==> src/rtl/pcie_us_cfg_mon.sv <==
`default_nettype none
// ============================================================================
// Module   : pcie_us_cfg_mon
// Purpose  : Periodically sweeps every PF/VF over cfg_mgmt, reading DevCtl and
//            optionally DevCtl2, and publishes per-function DMA settings.
// Revision : 1.0 - initial release
// ============================================================================
module pcie_us_cfg_mon #(
    parameter int          PF_COUNT        = 1,
    parameter int          VF_COUNT        = 0,
    parameter int          VF_OFFSET       = 64,
    parameter int          F_COUNT         = PF_COUNT + VF_COUNT,
    parameter logic [11:0] PCIE_CAP_OFFSET = 12'h0C0,
    parameter int          READ_DEV_CTRL2  = 1,
    parameter int          POLL_INTERVAL   = 256,
    parameter int          TIMEOUT         = 64
) (
    input  logic                 clk,
    input  logic                 rst,
    input  logic                 refresh_i,
    output logic [F_COUNT-1:0]   ext_tag_enable_o,
    output logic [3*F_COUNT-1:0] max_read_request_size_o,
    output logic [3*F_COUNT-1:0] max_payload_size_o,
    output logic [F_COUNT-1:0]   relaxed_ordering_enable_o,
    output logic [F_COUNT-1:0]   ten_bit_tag_enable_o,
    output logic [F_COUNT-1:0]   cfg_valid_o,
    output logic                 sweep_done_o,
    output logic                 timeout_error_o,
    output logic [9:0]           cfg_mgmt_addr_o,
    output logic [7:0]           cfg_mgmt_function_number_o,
    output logic                 cfg_mgmt_write_o,
    output logic [31:0]          cfg_mgmt_write_data_o,
    output logic [3:0]           cfg_mgmt_byte_enable_o,
    output logic                 cfg_mgmt_read_o,
    input  logic [31:0]          cfg_mgmt_read_data_i,
    input  logic                 cfg_mgmt_read_write_done_i
);

    localparam int               IDX_W         = (F_COUNT > 1) ? $clog2(F_COUNT) : 1;
    localparam logic [9:0]       C_DC_ADDR     = 10'((PCIE_CAP_OFFSET + 12'h008) >> 2);
    localparam logic [9:0]       C_DC2_ADDR    = 10'((PCIE_CAP_OFFSET + 12'h028) >> 2);
    localparam logic [15:0]      C_POLL_RELOAD = 16'(POLL_INTERVAL - 1);
    localparam logic [15:0]      C_WAIT_MAX    = 16'(TIMEOUT - 1);
    localparam logic [IDX_W-1:0] C_LAST_IDX    = IDX_W'(F_COUNT - 1);

    typedef enum logic [1:0] {
        S_IDLE   = 2'd0,
        S_RD_DC  = 2'd1,
        S_RD_DC2 = 2'd2,
        S_NEXT   = 2'd3
    } state_t;

    state_t           state_q;
    logic [15:0]      poll_q;
    logic [15:0]      wait_q;
    logic [IDX_W-1:0] idx_q;
    logic             read_q;
    logic [9:0]       addr_q;
    logic [7:0]       fn_q;
    logic             sweep_done_q;
    logic             tmo_q;
    logic             pend_q;

    logic [7:0] w_fn;
    logic       w_done;
    logic       w_dc_wr;
    logic       w_dc2_wr;
    logic       w_valid_set;
    logic       w_unused_rd;

    // PFs map straight through; VFs sit at VF_OFFSET upward with 8-bit wrap.
    always_comb begin
        w_fn = 8'(idx_q);
        if (int'(idx_q) >= PF_COUNT) begin
            w_fn = 8'(VF_OFFSET + int'(idx_q) - PF_COUNT);
        end
    end

    assign w_done      = read_q && cfg_mgmt_read_write_done_i;
    assign w_dc_wr     = (state_q == S_RD_DC) && w_done;
    assign w_dc2_wr    = (READ_DEV_CTRL2 != 0) && (state_q == S_RD_DC2) && w_done;
    assign w_valid_set = (READ_DEV_CTRL2 != 0) ? w_dc2_wr : w_dc_wr;
    assign w_unused_rd = ^{cfg_mgmt_read_data_i[31:15], cfg_mgmt_read_data_i[11:9],
                           cfg_mgmt_read_data_i[3:0]};

    always_ff @(posedge clk or posedge rst) begin
        if (rst) begin
            state_q      <= S_IDLE;
            poll_q       <= C_POLL_RELOAD;
            wait_q       <= '0;
            idx_q        <= '0;
            read_q       <= 1'b0;
            addr_q       <= '0;
            fn_q         <= '0;
            sweep_done_q <= 1'b0;
            tmo_q        <= 1'b0;
            pend_q       <= 1'b0;
        end else begin
            sweep_done_q <= 1'b0;
            tmo_q        <= 1'b0;
            if (refresh_i && (state_q != S_IDLE)) begin
                pend_q <= 1'b1;
            end
            case (state_q)
                S_IDLE: begin
                    if ((poll_q == '0) || refresh_i || pend_q) begin
                        state_q <= S_RD_DC;
                        idx_q   <= '0;
                        pend_q  <= 1'b0;
                    end else begin
                        poll_q <= poll_q - 16'd1;
                    end
                end
                S_RD_DC, S_RD_DC2: begin
                    // First cycle in a read state is the idle gap; the request goes out at its end.
                    if (!read_q) begin
                        read_q <= 1'b1;
                        addr_q <= (state_q == S_RD_DC) ? C_DC_ADDR : C_DC2_ADDR;
                        fn_q   <= w_fn;
                        wait_q <= '0;
                    end else if (cfg_mgmt_read_write_done_i) begin
                        read_q  <= 1'b0;
                        state_q <= ((state_q == S_RD_DC) && (READ_DEV_CTRL2 != 0)) ? S_RD_DC2 : S_NEXT;
                    end else if (wait_q == C_WAIT_MAX) begin
                        read_q  <= 1'b0;
                        tmo_q   <= 1'b1;
                        state_q <= S_NEXT;
                    end else begin
                        wait_q <= wait_q + 16'd1;
                    end
                end
                S_NEXT: begin
                    if (idx_q == C_LAST_IDX) begin
                        idx_q        <= '0;
                        sweep_done_q <= 1'b1;
                        poll_q       <= C_POLL_RELOAD;
                        state_q      <= S_IDLE;
                    end else begin
                        idx_q   <= idx_q + IDX_W'(1);
                        state_q <= S_RD_DC;
                    end
                end
                default: begin
                    state_q <= S_IDLE;
                    read_q  <= 1'b0;
                end
            endcase
        end
    end

    for (genvar gi = 0; gi < F_COUNT; gi++) begin : g_func
        logic       w_sel;
        logic       ext_q;
        logic [2:0] mrrs_q;
        logic [2:0] mps_q;
        logic       ro_q;
        logic       ten_q;
        logic       valid_q;

        assign w_sel = (idx_q == IDX_W'(gi));

        always_ff @(posedge clk or posedge rst) begin
            if (rst) begin
                ext_q   <= 1'b0;
                mrrs_q  <= 3'd0;
                mps_q   <= 3'd0;
                ro_q    <= 1'b0;
                ten_q   <= 1'b0;
                valid_q <= 1'b0;
            end else begin
                if (w_sel && w_dc_wr) begin
                    ext_q  <= cfg_mgmt_read_data_i[8];
                    mrrs_q <= cfg_mgmt_read_data_i[14:12];
                    mps_q  <= cfg_mgmt_read_data_i[7:5];
                    ro_q   <= cfg_mgmt_read_data_i[4];
                end
                if (w_sel && w_dc2_wr) begin
                    ten_q <= cfg_mgmt_read_data_i[12];
                end
                if (w_sel && w_valid_set) begin
                    valid_q <= 1'b1;
                end
            end
        end

        assign ext_tag_enable_o[gi]            = ext_q;
        assign max_read_request_size_o[3*gi+:3] = mrrs_q;
        assign max_payload_size_o[3*gi+:3]      = mps_q;
        assign relaxed_ordering_enable_o[gi]   = ro_q;
        assign ten_bit_tag_enable_o[gi]        = ten_q;
        assign cfg_valid_o[gi]                 = valid_q;
    end

    assign sweep_done_o               = sweep_done_q;
    assign timeout_error_o            = tmo_q;
    assign cfg_mgmt_addr_o            = addr_q;
    assign cfg_mgmt_function_number_o = fn_q;
    assign cfg_mgmt_read_o            = read_q;
    assign cfg_mgmt_write_o           = 1'b0;
    assign cfg_mgmt_write_data_o      = 32'h0000_0000;
    assign cfg_mgmt_byte_enable_o     = 4'hF;

endmodule
`default_nettype wire

==> config.mk <==
export PLATFORM = sky130hd
export DESIGN_NAME = pcie_us_cfg_mon
export DESIGN_NICKNAME = d
export VERILOG_FILES = /design/src/rtl/pcie_us_cfg_mon.sv
export SDC_FILE = /design/constraint.sdc
export NUM_CORES = 1
export LEC_CHECK = 0
export ABC_CLOCK_PERIOD_IN_PS = 6300
export CAP_MARGIN = 30
export CORE_MARGIN = 1.5
export CORE_UTILIZATION = 51
export CTS_CLUSTER_DIAMETER = 150
export CTS_CLUSTER_SIZE = 28
export DETAILED_ROUTE_END_ITERATION = 10
export PLACE_DENSITY = 0.95
export SLEW_MARGIN = 20
export SYNTH_ARGS = -nofsm -noshare
export SYNTH_HDL_FRONTEND = slang
export SYNTH_SLANG_ARGS = --single-unit
==> constraint.sdc <==
create_clock -name clk -period 6.3 [get_ports clk]
set_input_delay 0.945 -clock clk [delete_from_list [all_inputs] [get_ports clk]]
set_output_delay 0.945 -clock clk [all_outputs]
set_load 0.005 [all_outputs]
==> flow_summary.ini, run 1 <==
[outcome]
status = finished, final reports clean

[routing]
drt_iter0_markers = 150
drc = 0
detail_route.wl_per_cell_um = 15.3
vias_per_cell = 5.95
antenna_left = 0
detail_route.first_pass.iterations = 5
drt-total-wl_um = 6730
vias = 2625

[die]
core_area_um2 = 6280
die_w_um = 83.3
core.rowCount = 29
dieArea_um2 = 6940
start_util = 0.524
ios = 104
die_h_um = 83.3

[placed_design]
post-place-ws_ns = 2.99
port_buffers = 28
dp_hpwl_um = 4690
gp_congestion = 0.881

[synthesis]
avgSynthCellArea_um2 = 9.59
synth_area_um2 = 3290
synth_edf_count = 0
synth-async-reset-ratio = 1.00
synthCells = 343
synth-seq-cells = 50
yosys_warnings = 0
synth_flop_cell = dfrtp_1
synth-seq-area-share = 0.383
synth.distinct_cells = 56

[finish]
layout_commonest_cell = conb_1
seq_area_um2 = 1260
area_growth_pct = 6.50
nFillCells = 518
multiInputGateArea_um2 = 1670
drive_above_1_share = 0.115
antenna_cells = 0
layout_common_cells = 51 x conb_1, 42 x dfrtp_1, 28 x clkdlybuf4s50_1, 23 x nand2_1, 16 x or4_1
final_core_util = 0.558
nets = 405

[global_route]
grt_max_degree = 35
grt_pass1_vias = 2470
grt_pass1_wl_um = 11200
grt_overflow = 0
antenna_found_initial = 0
grtUsageTotal = 0.195

[setup_path]
arrival_ns = 3.17
max_stage_delay_ns = 0.76
cp_slowest_cell = nor3b_2
cp.required_ns = 6.49
crit_start = refresh_i
worstSetupEndpoint = poll_q[8]$_DFFE_PP0P_
rr_startpoint = state_q[0]$_DFFE_PP0P_
worst_setup_path_end_kind = flop
r2r-end = poll_q[8]$_DFFE_PP0P_
r2r_slack_ns = 3.48
worst-r2r-cell-count = 6
cp_max_fo = 13
cpLargestDelayFamily = simple AND/OR/NAND/NOR gates
path_cells = clkdlybuf4s50_1 > nor3b_2 > nand3_1 > o311a_1 > a211o_1
crit_path_start_kind = primary input
critical_path_class = primary input to flop
cp.depth = 5
worst-path-buf-inv = 1

[sta]
finalHoldViolCount = 0
fin_crit_ns = 2.98
setup_tns_ns = 0
maxSlewHeadroom = 0.379
drv_slew = 0
period_share = 0.473
grt_setup_unrepaired = no
worst_slew_pin_slew_ns = 0.929
max_freq_ghz = 0.336
setup_viol = 0
finClkSkew_ns = 0.00644
setup_ws_ns = 3.32

[power_and_ir_drop]
peakVddDrop_mv = 0.286
power_mw = 1.15
power.leakage_nw = 1.50
p_int_uw = 729
switching_share = 0.367
p_comb_frac = 0.397
p_seq_frac = 0.408
p_sw_uw = 423
power.density_nw_per_um2 = 329
p_clk_frac = 0.195

[worst_hold_path]
hp-start = cfg_mgmt_addr_o[3]$_DFFE_PP0P_
hp-class = flop to flop

[clocking]
cts-resized-gates = 0
clk_latency_ns = 0.30
hold_buffers = 0
path_clk_slew_ns = 0.09
postCtsSetupBuffers = 0
htree_levels = 2
cts-root-buf = clkbuf_8
cts.sinks = 50
cts_made_buffers = 5
cts_tree = yes
clock_path_buffers = 2

[run]
timing.max_cap.violations = 0
==> logic make-up (layout without fill, tap and decap cells) <==
kind of cell	count (synthesis)	after routing	synth area share
AOI/OAI and AO/OA	66	66	0.157
adders and majority gates	6	6	0.0228
buffers and inverters	82	54	0.165
DFF	50	50	0.383
muxes	13	13	0.0430
other	2	51	0.00228
and+or+nand+nor	124	124	0.226
==> cell usage after synthesis, drive strengths merged, types with 2 or more instances <==
cell type	number	area share
and4	3	0.0080
nand2	23	0.026
nand3	15	0.023
a311oi	4	0.011
mux2i	4	0.012
inv	16	0.018
nor4b	2	0.0053
conb	2	0.0023
o21ai	6	0.0091
a21oi	14	0.021
nor3	8	0.012
o41ai	2	0.011
or3	2	0.0038
nor3b	2	0.0076
dfstp	8	0.064
nand4	9	0.017
a311o	3	0.0091
nor4	11	0.025
clkbuf	7	0.0080
and3	4	0.0076
o31ai	8	0.018
o211a	3	0.0091
buf	59	0.14
or2	2	0.0038
dfrtp	42	0.32
a211oi	7	0.017
or4	18	0.043
mux2	9	0.031
a41o	2	0.0068
and2	2	0.0038
nor2b	4	0.0076
nor2	10	0.011
nand2b	6	0.011
ha	6	0.023
a31oi	2	0.0038
o211ai	6	0.014
==> worst min-delay path, cell delays in order, from the launching register on <==
cell and delay [ns]:
dfrtp_1 0.36, nand2_1 0.05, o21ai_0 0.06
==> area by class of cell <==
class	count	share of cell area
Tap cell	77	0.0275
Sequential cell	50	0.360
Inverter	16	0.0171
Clock buffer	7	0.0218
Clock inverter	1	0.00857
Multi-Input combinational cell	260	0.476
Timing Repair Buffer	30	0.0889
==> worst min-delay path by stage <==
stage	endpoint	depth (start not counted)
finish	cfg_mgmt_addr_o[3]$_DFFE_PP0P_	2
global route	max_payload_size_o[2]$_DFFE_PP0P_	1
CTS	cfg_mgmt_addr_o[3]$_DFFE_PP0P_	2
detailed placement	cfg_mgmt_addr_o[3]$_DFFE_PP0P_	2
global placement	cfg_valid_o$_DFFE_PP0P_	1
floorplan	cfg_valid_o$_DFFE_PP0P_	1
==> state kept, by name, indices dropped and copies added (netlist names), 2 cells and up <==
| register | count |
|---|---|
| max_payload_size_o | 3 |
| cfg_mgmt_addr_o | 2 |
| poll_q | 16 |
| max_read_request_size_o | 3 |
| state_q | 2 |
| wait_q | 16 |
==> power by group through the flow <==
stage               Combinational, mW  Clock [mW]  Sequential (mW)
global route                    0.502       0.238            0.481
finish                          0.458       0.224            0.470
CTS                             0.449       0.227            0.468
floorplan                       0.347           0            0.453
global placement                0.424           0            0.469
detailed placement              0.447           0            0.474
==> routing by layer <==
layer / vias to the layer above / GRT usage / routed length (um)
met5: - / 0 / 0
met4: 0 / 0.0591 / 123
met3: 15 / 0.0328 / 377
met2: 97 / 0.347 / 3530
met1: 1299 / 0.242 / 2690
li1: 1214 / - / -
==> stage by stage <==
stage	std cells	area, um^2	hold WS (ns)
after floorplan	392	3470	0.459
after global placement	431	3370	0.452
after detailed placement	432	3390	0.482
after CTS	440	3490	0.503
after global routing	441	3500	0.524
final	441	3500	0.500
No activity file was read; power rests on OpenSTA's default activity.
==> run 2, diff against run 1 <==
--- a/config.mk
+++ b/config.mk
@@ -5,14 +5,14 @@
 export SDC_FILE = /design/constraint.sdc
 export NUM_CORES = 1
 export LEC_CHECK = 0
-export ABC_CLOCK_PERIOD_IN_PS = 6300
+export ABC_CLOCK_PERIOD_IN_PS = 2600
 export CAP_MARGIN = 30
 export CORE_MARGIN = 1.5
-export CORE_UTILIZATION = 51
+export CORE_UTILIZATION = 43
 export CTS_CLUSTER_DIAMETER = 150
 export CTS_CLUSTER_SIZE = 28
 export DETAILED_ROUTE_END_ITERATION = 10
-export PLACE_DENSITY = 0.95
+export PLACE_DENSITY = 0.89
 export SLEW_MARGIN = 20
 export SYNTH_ARGS = -nofsm -noshare
 export SYNTH_HDL_FRONTEND = slang
==> constraint.sdc (replaced) <==
create_clock -name clk -period 2.6 [get_ports clk]
set_input_delay 0.39 -clock clk [delete_from_list [all_inputs] [get_ports clk]]
set_output_delay 0.39 -clock clk [all_outputs]
set_load 0.005 [all_outputs]
==> flow_summary.ini, run 2 (synthesized netlist as in run 1, its figures left out) <==
[routing]
top_layer = met4
antenna_left = 0
route.met2.wl_um = 3490
detail_route.first_pass.iterations = 5
drt-total-wl_um = 6740
vias_per_cell = 5.51
drt_iter0_markers = 160
detail_route.wl_per_cell_um = 14.2
vias = 2607
dr_wl_met3_um = 371
drc = 0
wl_met1_um = 2780

[setup_path]
rr_startpoint = state_q[0]$_DFFE_PP0P_
arrival_ns = 2.56
cp_max_fo = 18
critical_path_class = flop to flop
worst_setup_path_end_kind = flop
worst-r2r-cell-count = 7
cp.required_ns = 2.80
r2r-end = wait_q[11]$_DFFE_PP0P_
r2r_slack_ns = 0.25
crit_path_start_kind = flop

[sta]
period_share = 0.904
fin_crit_ns = 2.35
grt_setup_unrepaired = no
finalHoldViolCount = 0
worst_slew_pin_slew_ns = 0.562
maxSlewHeadroom = 0.625
max_freq_ghz = 0.425
finClkSkew_ns = 0.0141
setup_viol = 0
drv_slew = 0
setup_tns_ns = 0

[finish]
layout_common_cells = 51 x conb_1, 42 x dfrtp_1, 28 x clkdlybuf4s50_1, 23 x nand2_1, 16 x or4_1
area_growth_pct = 8.78
design_area_um2 = 3580
layout.cells.non_filler = 473
layout_commonest_cell = conb_1
antenna_cells = 0
drive_above_1_share = 0.144
reg_top3 = poll_q: 16 flops, wait_q: 16 flops
nets = 415
seq_area_um2 = 1260
multiInputGateArea_um2 = 1670
nFillCells = 672

[placed_design]
place_area_um2 = 3480
port_buffers = 28
dp_hpwl_um = 4980
dp_cells = 465
gp_congestion = 0.909

[worst_hold_path]
hp-class = primary input to asynchronous set/reset pin

[clocking]
cts_tree = yes
clk_latency_ns = 0.31
cts-root-buf = clkbuf_8
cts-resized-gates = 0
postCtsSetupBuffers = 0
hold_buffers = 0
clock_path_buffers = 2
cts.sinks = 50
htree_levels = 2
path_clk_slew_ns = 0.10
cts_made_buffers = 5

[die]
die_h_um = 90.5
core_area_um2 = 7330
core.rowCount = 31
start_util = 0.449
die_w_um = 90.5
dieArea_um2 = 8190
ios = 104

[global_route]
grt_overflow = 0
grtUsageTotal = 0.169
antenna_found_initial = 0
grt_max_degree = 19
grt_pass1_wl_um = 11400
grt_pass1_vias = 2475

[power_and_ir_drop]
power.density_nw_per_um2 = 775
peakVddDrop_mv = 0.431
power.leakage_nw = 1.54
power_mw = 2.77

[run]
timing.max_cap.violations = 0

[outcome]
status = finished, final reports clean
==> run 2: through the flow <==
step | worst slack (ns) | util | hold WS (ns)
final | 0.249 | 0.488 | 0.345
after global placement | 0.278 | 0.475 | 0.452
after CTS | 0.276 | 0.488 | 0.351
after global routing | 0.119 | 0.488 | 0.363
after floorplan | 0.569 | - | 0.459
after detailed placement | 0.259 | 0.475 | 0.478
==> run 2: report_power, final <==
| group | switching (mW) | internal (mW) | total (mW) |
|---|---|---|---|
| logic | 0.611 | 0.546 | 1.16 |
| clock network | 0.265 | 0.214 | 0.479 |
| registers | 0.164 | 0.973 | 1.14 |
==> run 2: per-layer routing <==
metal,track usage,vias to the layer above
li1,-,1240
met1,0.202,1260
met2,0.287,95
met3,0.0345,12
met4,0.0807,0
met5,0,-
==> run 2: final cells by class <==
type	instances	share of cell area
sequential	50	0.352
clock inverter	2	0.00350
timing repair buffer	40	0.103
inverter	16	0.0168
tap	99	0.0346
multi-input combinational	260	0.466
clock buffer	6	0.0231
==> run 2: worst max-delay path by stage <==
stage	from	end	cells past startpoint
after floorplan	wait_q[0]$_DFFE_PP0P_	state_q[0]$_DFFE_PP0P_	6
after detailed placement	cfg_mgmt_read_write_done_i	wait_q[11]$_DFFE_PP0P_	6
final	state_q[0]$_DFFE_PP0P_	wait_q[11]$_DFFE_PP0P_	7
after global placement	cfg_mgmt_read_write_done_i	wait_q[13]$_DFFE_PP0P_	6
after CTS	state_q[0]$_DFFE_PP0P_	wait_q[11]$_DFFE_PP0P_	7
after global routing	state_q[0]$_DFFE_PP0P_	wait_q[11]$_DFFE_PP0P_	7
==> run 2: worst max-delay path: stages (launching register included) <==
cell	delay, ns
dfrtp_1	0.39
inv_1	0.09
ha_1	0.39
nor2b_1	0.33
o41ai_4	0.14
buf_4	0.21
or4_1	0.56
mux2i_1	0.14
==> run 3, diff against run 2 <==
--- a/config.mk
+++ b/config.mk
@@ -8,12 +8,12 @@
 export ABC_CLOCK_PERIOD_IN_PS = 2600
 export CAP_MARGIN = 30
 export CORE_MARGIN = 1.5
-export CORE_UTILIZATION = 43
+export CORE_UTILIZATION = 35
 export CTS_CLUSTER_DIAMETER = 150
 export CTS_CLUSTER_SIZE = 28
 export DETAILED_ROUTE_END_ITERATION = 10
-export PLACE_DENSITY = 0.89
-export SLEW_MARGIN = 20
+export GPL_ROUTABILITY_DRIVEN = 0
+export PLACE_DENSITY = 0.77
 export SYNTH_ARGS = -nofsm -noshare
 export SYNTH_HDL_FRONTEND = slang
 export SYNTH_SLANG_ARGS = --single-unit
==> flow_summary.ini, run 3 (synthesized netlist as in run 1, its figures left out) <==
[die]
start_util = 0.358
core_area_um2 = 9200
core.rowCount = 35
die_w_um = 100
die_h_um = 100
ios = 104
dieArea_um2 = 9990

[setup_path]
crit_path_start_kind = flop
cp_max_fo = 16
critical_path_class = flop to flop
worst_setup_path_end_kind = flop
arrival_ns = 2.61
cp.required_ns = 2.80

[finish]
design_area_um2 = 3580
layout_common_cells = 51 x conb_1, 42 x dfrtp_1, 28 x clkdlybuf4s50_1, 23 x nand2_1, 16 x or4_1
antenna_cells = 0
layout.cells.non_filler = 484
area_growth_pct = 8.90
layout_commonest_cell = conb_1
nFillCells = 922
final_core_util = 0.390
drive_above_1_share = 0.142
nets = 415
reg_top3 = poll_q: 16 flops, wait_q: 16 flops

[global_route]
grt_max_degree = 34
grt_pass1_vias = 2460
grt_overflow = 0
antenna_found_initial = 0
grt_pass1_wl_um = 11500
grtUsageTotal = 0.140

[clocking]
postCtsSetupBuffers = 0
clock_path_buffers = 2
cts-root-buf = clkbuf_8
cts.sinks = 50
cts_tree = yes
cts-resized-gates = 0
cts_made_buffers = 5
hold_buffers = 0
htree_levels = 2
path_clk_slew_ns = 0.09
clk_latency_ns = 0.30

[sta]
max_freq_ghz = 0.415
fin_crit_ns = 2.41
finClkSkew_ns = 0.0102
finalHoldViolCount = 0
worst_slew_pin_slew_ns = 0.680
period_share = 0.927
maxSlewHeadroom = 0.546
whs_ns = 0.492
grt_setup_unrepaired = no
drv_slew = 0
setup_tns_ns = 0
setup_viol = 0

[routing]
vias_per_cell = 5.36
drt_iter0_markers = 178
drc = 0
antenna_left = 0
detail_route.first_pass.iterations = 4
drt-total-wl_um = 6810
detail_route.wl_per_cell_um = 14.1
vias = 2594

[placed_design]
dp_hpwl_um = 5040
place_area_um2 = 3500
port_buffers = 28
dp_cells = 477

[power_and_ir_drop]
power.density_nw_per_um2 = 764
p_seq_frac = 0.415
power.leakage_nw = 1.52
switching_share = 0.378
p_comb_frac = 0.422
p_sw_mw = 1.04
p_int_mw = 1.70
peakVddDrop_mv = 0.241
p_clk_frac = 0.163

[outcome]
status = finished, final reports clean

[run]
timing.max_cap.violations = 0

[worst_hold_path]
hp-class = flop to flop
[run 3: final cells by class]
| class | count | area, um^2 | share of cell area |
|---|---|---|---|
| inverters | 16 | 60.1 | 0.0168 |
| flip-flops and latches | 50 | 1260 | 0.352 |
| multi-input cells | 260 | 1670 | 0.466 |
| repair buffers | 40 | 370 | 0.103 |
| clock buffers | 5 | 68.8 | 0.0192 |
| clock inverters | 2 | 15.0 | 0.00419 |
| well taps | 111 | 139 | 0.0388 |
[run 3: metrics by stage]
step / total power [mW] / setup WS, ns
2_1_floorplan: 1.94 / 0.569
3_3_place_gp: 2.25 / 0.261
3_5_place_dp: 2.31 / 0.211
4_1_cts: 2.76 / 0.208
5_1_grt: 2.94 / 0.0579
6_report: 2.74 / 0.190
[run 3: layer usage]
layer / wire [um] / global-route usage / part of all wire
met1: 2920 / 0.173 / 0.43
met2: 3500 / 0.246 / 0.51
met3: 298 / 0.0258 / 0.044
met4: 92 / 0.0423 / 0.014
met5: 0 / 0 / 0
[run 3: final timing paths]
| kind | from | end | slack [ns] | depth (start not counted) |
|---|---|---|---|---|
| setup / recovery | state_q[0]$_DFFE_PP0P_ | wait_q[13]$_DFFE_PP0P_ | 0.19 | 7 |
| max in group asynchronous | rst | wait_q[1]$_DFFE_PP0P_ | 1.48 | 3 |
| hold reg to reg | cfg_valid_o$_DFFE_PP0P_ | cfg_valid_o$_DFFE_PP0P_ | 0.49 | 1 |
| setup reg to reg | state_q[0]$_DFFE_PP0P_ | wait_q[13]$_DFFE_PP0P_ | 0.19 | 7 |
| hold / removal | cfg_valid_o$_DFFE_PP0P_ | cfg_valid_o$_DFFE_PP0P_ | 0.49 | 1 |
| min in group asynchronous | rst | poll_q[9]$_DFFE_PP0P_ | 0.51 | 2 |
[run 3: power by group through the flow]
stage | registers (mW) | clock network [mW] | logic [mW]
2_1_floorplan | 1.10 | 0 | 0.840
3_3_place_gp | 1.14 | 0 | 1.11
3_5_place_dp | 1.15 | 0 | 1.16
4_1_cts | 1.13 | 0.469 | 1.16
5_1_grt | 1.16 | 0.497 | 1.28
6_report | 1.14 | 0.445 | 1.16
[run 3: worst max-delay path, cell delays in order, from the launching register on]
cell     delay (ns)
dfrtp_1        0.39
inv_1          0.10
ha_1           0.43
nor2b_1        0.33
o41ai_4        0.15
buf_4          0.21
or4_1          0.56
mux2i_1        0.14
